$ cat src/rtl/fir_param.sv
// Parametrised pipelined direct-form FIR: delay line, registered products, then
// accumulate/shift/saturate into DOUT, with a valid shift register tracking VIN.
module fir_param #(
  parameter int N_TAPS = 8,
  parameter int DW     = 13,
  parameter int CW     = 13,
  parameter int SAT    = 1
) (
  input  logic                 CLK,
  input  logic                 RST_n,
  input  logic signed [DW-1:0] DIN,
  input  logic                 VIN,
  input  logic                 COEF_WE,
  input  logic [3:0]           COEF_ADDR,
  input  logic signed [CW-1:0] COEF_DATA,
  output logic signed [DW-1:0] DOUT,
  output logic                 VOUT
);

  localparam int PW = DW + CW;
  localparam int AW = PW + $clog2(N_TAPS);

  localparam logic signed [DW-1:0] DMAX = {1'b0, {(DW-1){1'b1}}};
  localparam logic signed [DW-1:0] DMIN = {1'b1, {(DW-1){1'b0}}};
  localparam logic signed [AW-1:0] AMAX = AW'(DMAX);
  localparam logic signed [AW-1:0] AMIN = AW'(DMIN);

  logic signed [DW-1:0] x_q [N_TAPS];
  logic signed [CW-1:0] h_q [N_TAPS];
  logic signed [PW-1:0] p_q [N_TAPS];
  logic [1:0]           vld_q;
  logic signed [DW-1:0] dout_q;
  logic                 vout_q;

  logic signed [AW-1:0] acc_d;
  logic signed [AW-1:0] r_d;
  logic signed [DW-1:0] dout_d;

  always_comb begin
    acc_d = '0;
    for (int i = 0; i < N_TAPS; i++) begin
      acc_d = acc_d + AW'(p_q[i]);
    end
    // Arithmetic shift drops the Q1.(CW-1) fraction, rounding toward -inf.
    r_d    = acc_d >>> (CW - 1);
    dout_d = r_d[DW-1:0];
    if (SAT != 0) begin
      if (r_d > AMAX) begin
        dout_d = DMAX;
      end else if (r_d < AMIN) begin
        dout_d = DMIN;
      end
    end
  end

  always_ff @(posedge CLK or negedge RST_n) begin
    if (!RST_n) begin
      for (int i = 0; i < N_TAPS; i++) begin
        x_q[i] <= '0;
        h_q[i] <= '0;
        p_q[i] <= '0;
      end
      vld_q  <= '0;
      dout_q <= '0;
      vout_q <= 1'b0;
    end else begin
      if (VIN) begin
        x_q[0] <= DIN;
        for (int i = 1; i < N_TAPS; i++) begin
          x_q[i] <= x_q[i-1];
        end
      end
      // Out-of-range addresses match no tap and fall through untouched.
      for (int i = 0; i < N_TAPS; i++) begin
        if (COEF_WE && (int'(COEF_ADDR) == i)) begin
          h_q[i] <= COEF_DATA;
        end
      end
      if (vld_q[0]) begin
        for (int i = 0; i < N_TAPS; i++) begin
          p_q[i] <= PW'(x_q[i]) * PW'(h_q[i]);
        end
      end
      vld_q  <= {vld_q[0], VIN};
      vout_q <= vld_q[1];
      if (vld_q[1]) begin
        dout_q <= dout_d;
      end
    end
  end

  assign DOUT = dout_q;
  assign VOUT = vout_q;

endmodule

$ cat config.mk
export PLATFORM = sky130hd
export DESIGN_NAME = fir_param
export DESIGN_NICKNAME = d
export VERILOG_FILES = /design/src/rtl/fir_param.sv
export SDC_FILE = /design/constraint.sdc
export NUM_CORES = 2
export LEC_CHECK = 0
export ABC_AREA = 1
export CAP_MARGIN = 20
export CORE_ASPECT_RATIO = 1.1
export CORE_UTILIZATION = 50
export CTS_CLUSTER_DIAMETER = 30
export DETAILED_ROUTE_END_ITERATION = 10
export GPL_ROUTABILITY_DRIVEN = 0
export PLACE_DENSITY = 0.62
export SYNTH_ARGS = -nofsm -noshare
export SYNTH_HDL_FRONTEND = slang
export SYNTH_SLANG_ARGS = --single-unit
$ cat constraint.sdc
create_clock -name CLK -period 7.8 [get_ports CLK]
set_clock_uncertainty 0.2 [all_clocks]
set_input_delay 1.56 -clock CLK [delete_from_list [all_inputs] [get_ports CLK]]
set_output_delay 1.56 -clock CLK [all_outputs]
set_load 0.01 [all_outputs]
==> flow_summary_export.csv <==
group,metric,value,unit
yosys,synth_ff_type,"dfrtp_1",
timing,tightest_slew,1.00,ns
yosys,synthAdderAreaFrac,49.2,%
cells_and_area,fillCellCount,13300,
critical_path,crit_path_end_kind,"flip-flop",
grt,grt_pass1_wl,333000,um
floorplan,core,146000,um2
yosys,synth.distinct_cells,47,
cells_and_area,drive_above_1_share,3.67,%
grt,use_met2,47.8,%
grt,globalRouteMet1Util,38.3,%
grt,grt_overflow,0,
clock_tree,cts_max_path_buffers,3,
clock_tree,post_cts_buffers,0,
timing,final.min_clock_period,6.37,ns
yosys,yosys.area_share.simple,14.3,%
clock_tree,cts-root-buf,"clkbuf_16",
flow_run,cap_violations,0,
clock_tree,post_cts_resized,0,
grt,grtUsageMet3,5.42,%
yosys,synth_edf_count,0,
worst_hold_path,hold_path_class,"reg2reg",
grt,grt_pass1_vias,59100,
critical_path,critPathArrivalTime,6.76,ns
yosys,synth_area,73500,um2
timing,fmax,157,MHz
outcome,outcome,"completed",
clock_tree,clock_latency,0.77,ns
yosys,synth_nets,10800,
floorplan,die_w,367,um
critical_path,worst_ep_required_time,8.19,ns
worst_hold_path,hold_path_depth,2,
critical_path,cp_max_fo,15,
drt,drtAntennaViolNets,0,
floorplan,die-area,148000,um2
grt,antenna_found_initial,11,
placement,hpwl,167000,um
yosys,synth_xor_area_share,2.06,%
yosys,synth.area.mux_share,0.0153,%
placement,port-buffer-count,47,
yosys,ys_seq_area_share,14.7,%
clock_tree,clk_pin_slew,0.04,ns
cells_and_area,synthToLayoutAreaGrowth,9.55,%
drt,first_iter_violations,4476,
drt,num_vias,56000,
drt,avgRoutedWirePerCell,19.4,um
yosys,async_flop_share,100,%
timing,finalSetupViolCount,0,
timing,relSlewSlack,33.2,%
drt,wl,208000,um
yosys,synth_compound_area_share,6.23,%
floorplan,ios,48,
placement,dp_cells,10500,
grt,grt_usage,29.2,%
yosys,synth_top_family_by_area,"adder cells",
clock_tree,cts-htree-levels,4,
cells_and_area,finalNetCount,10700,
clock_tree,postCtsHoldBufs,0,
timing,timing.final.hold_violations,0,
critical_path,criticalPathCategory,"reg2reg",
clock_tree,cts_tree,"built",
drt,routed_via_density,5.22,
timing,rsz0062_at_grt,"false",
floorplan,row_count,147,
clock_tree,cts_buffers,133,
grt,top_usage_layer,"met2",
clock_tree,cts_sinks,432,
drt,dr.pass1.iters,7,
drt,route.detailed.drc,0,
floorplan,initial_core_util,50.4,%
timing,finalCritPeriodShare,81.7,%
timing,fin_setup_tns,0,ns
critical_path,r2r_cells,18,
floorplan,die_y,404,um
yosys,synth_cells,8767,
critical_path,critical_path.startpoint_type,"flip-flop",
cells_and_area,finalNonFillerCells,10700,
grt,grt_max_degree,137,
yosys,ys_warn_count,0,
yosys,synth.ff_latch_count,432,
yosys,postSynthAreaPerCell,8.38,um2
timing,drv_slew,0,
[logic make-up (layout without fill, tap and decap cells)]
group	Yosys count	in the layout
XOR/XNOR	173	173
other	0	12
AND/OR/NAND/NOR	2665	2665
buffers and inverters	2637	2666
AO/OA/AOI/OAI	842	842
multiplexers	1	1
flip-flops	432	432
adder cells (fa/ha/maj)	2017	2017
[critical path, stage by stage (launching register included)]
cell,delay (ns)
dfrtp_1,0.77
nand2_1,0.19
inv_1,0.17
fa_1,0.46
fa_1,0.82
inv_1,0.17
fa_1,0.48
fa_1,0.50
fa_1,0.49
inv_1,0.04
ha_1,0.27
ha_1,0.39
nand2_1,0.16
nor4_1,0.49
nand4_1,0.20
nand3_1,0.13
nand2_1,0.05
nand3_1,0.12
o21ai_0,0.11
[through the flow]
stage,instance area [um2],util (%),hold slack [ns],setup WS (ns)
6_report,80500,55.2,0.277,1.43
3_5_place_dp,75600,51.8,0.272,1.47
4_1_cts,80400,55.2,0.283,1.46
2_1_floorplan,73500,-,0.212,2.23
5_1_grt,80500,55.2,0.304,0.985
3_3_place_gp,75500,51.8,0.269,1.54
[cell usage after synthesis, drive strengths merged, types with 10 or more instances]
cell    instances  share of area [%]
a21oi         256                1.8
buf            10              0.073
nand3         133               0.91
o22ai          20               0.17
o31ai          15               0.15
fa           1453                 40
a21o           13               0.13
inv          2340                 12
nor2          255                1.3
nor3           28               0.20
a31oi          24               0.20
or2            26               0.22
dfrtp         432                 15
o21bai         23               0.24
xor2           79               0.94
nand2        2150                 11
nand4          49               0.42
xnor2          94                1.1
ha            564                9.6
clkbuf        287                1.5
nor4           18               0.15
o21ai         452                3.1
[registers in the layout (all words and copies together) (netlist names)]
register	count
VOUT	1
p_q	208
x_q	104
vld_q	2
h_q	104
DOUT	13
[placed cells by master (no fill, tap or decap), types with 10 or more instances in the layout]
cell and n:
o21ai_1 12, clkbuf_1 17, a21oi_2 13, nor3_1 26, inv_1 2333, clkinv_2 26
clkinv_16 10, o31ai_1 15, nand3_1 133, xnor2_1 94, or2_2 21, clkbuf_16 133
diode_2 12, fa_1 1453, a21o_1 13, clkbuf_8 27, nor2_1 246, buf_4 27
clkdlybuf4s50_1 45, nor4_1 18, a21oi_1 242, o21bai_1 22, bufinv_16 17, xor2_1 79
dfrtp_1 431, o22ai_1 20, nand2_1 2144, o21ai_0 440, ha_1 564, a31oi_1 24
nand4_1 49
[routing by layer]
layer	vias to the layer above	wire length, um
met5	-	0
met4	0	8660
met3	381	14500
met2	2005	100000
met1	28100	84900
li1	25500	-
[area by class of cell]
type / instances / area (um2) / share of cell area, %
multi-input cells: 5698 / 52800 / 65.5
flip-flops and latches: 432 / 10800 / 13.4
inverters: 2340 / 8790 / 10.9
clock buffers: 177 / 3760 / 4.68
well taps: 1937 / 2420 / 3.01
clock inverters: 69 / 1120 / 1.39
repair buffers: 80 / 793 / 0.986
diodes: 12 / 30.0 / 0.0373
[final timing paths]
path / end / start / slack (ns)
max: p_q[76] / x_q[38] / 1.43
min: p_q[146] / p_q[146] / 0.28
max reg2reg: p_q[76] / x_q[38] / 1.43
min reg2reg: p_q[146] / p_q[146] / 0.28
max in group asynchronous: h_q[34] / RST_n / 5.40
min in group asynchronous: x_q[11] / RST_n / 0.57
Power is left out: the tool's default activity adds up to more than one toggle a clock period on the data nets, which glitch-free logic cannot reach.
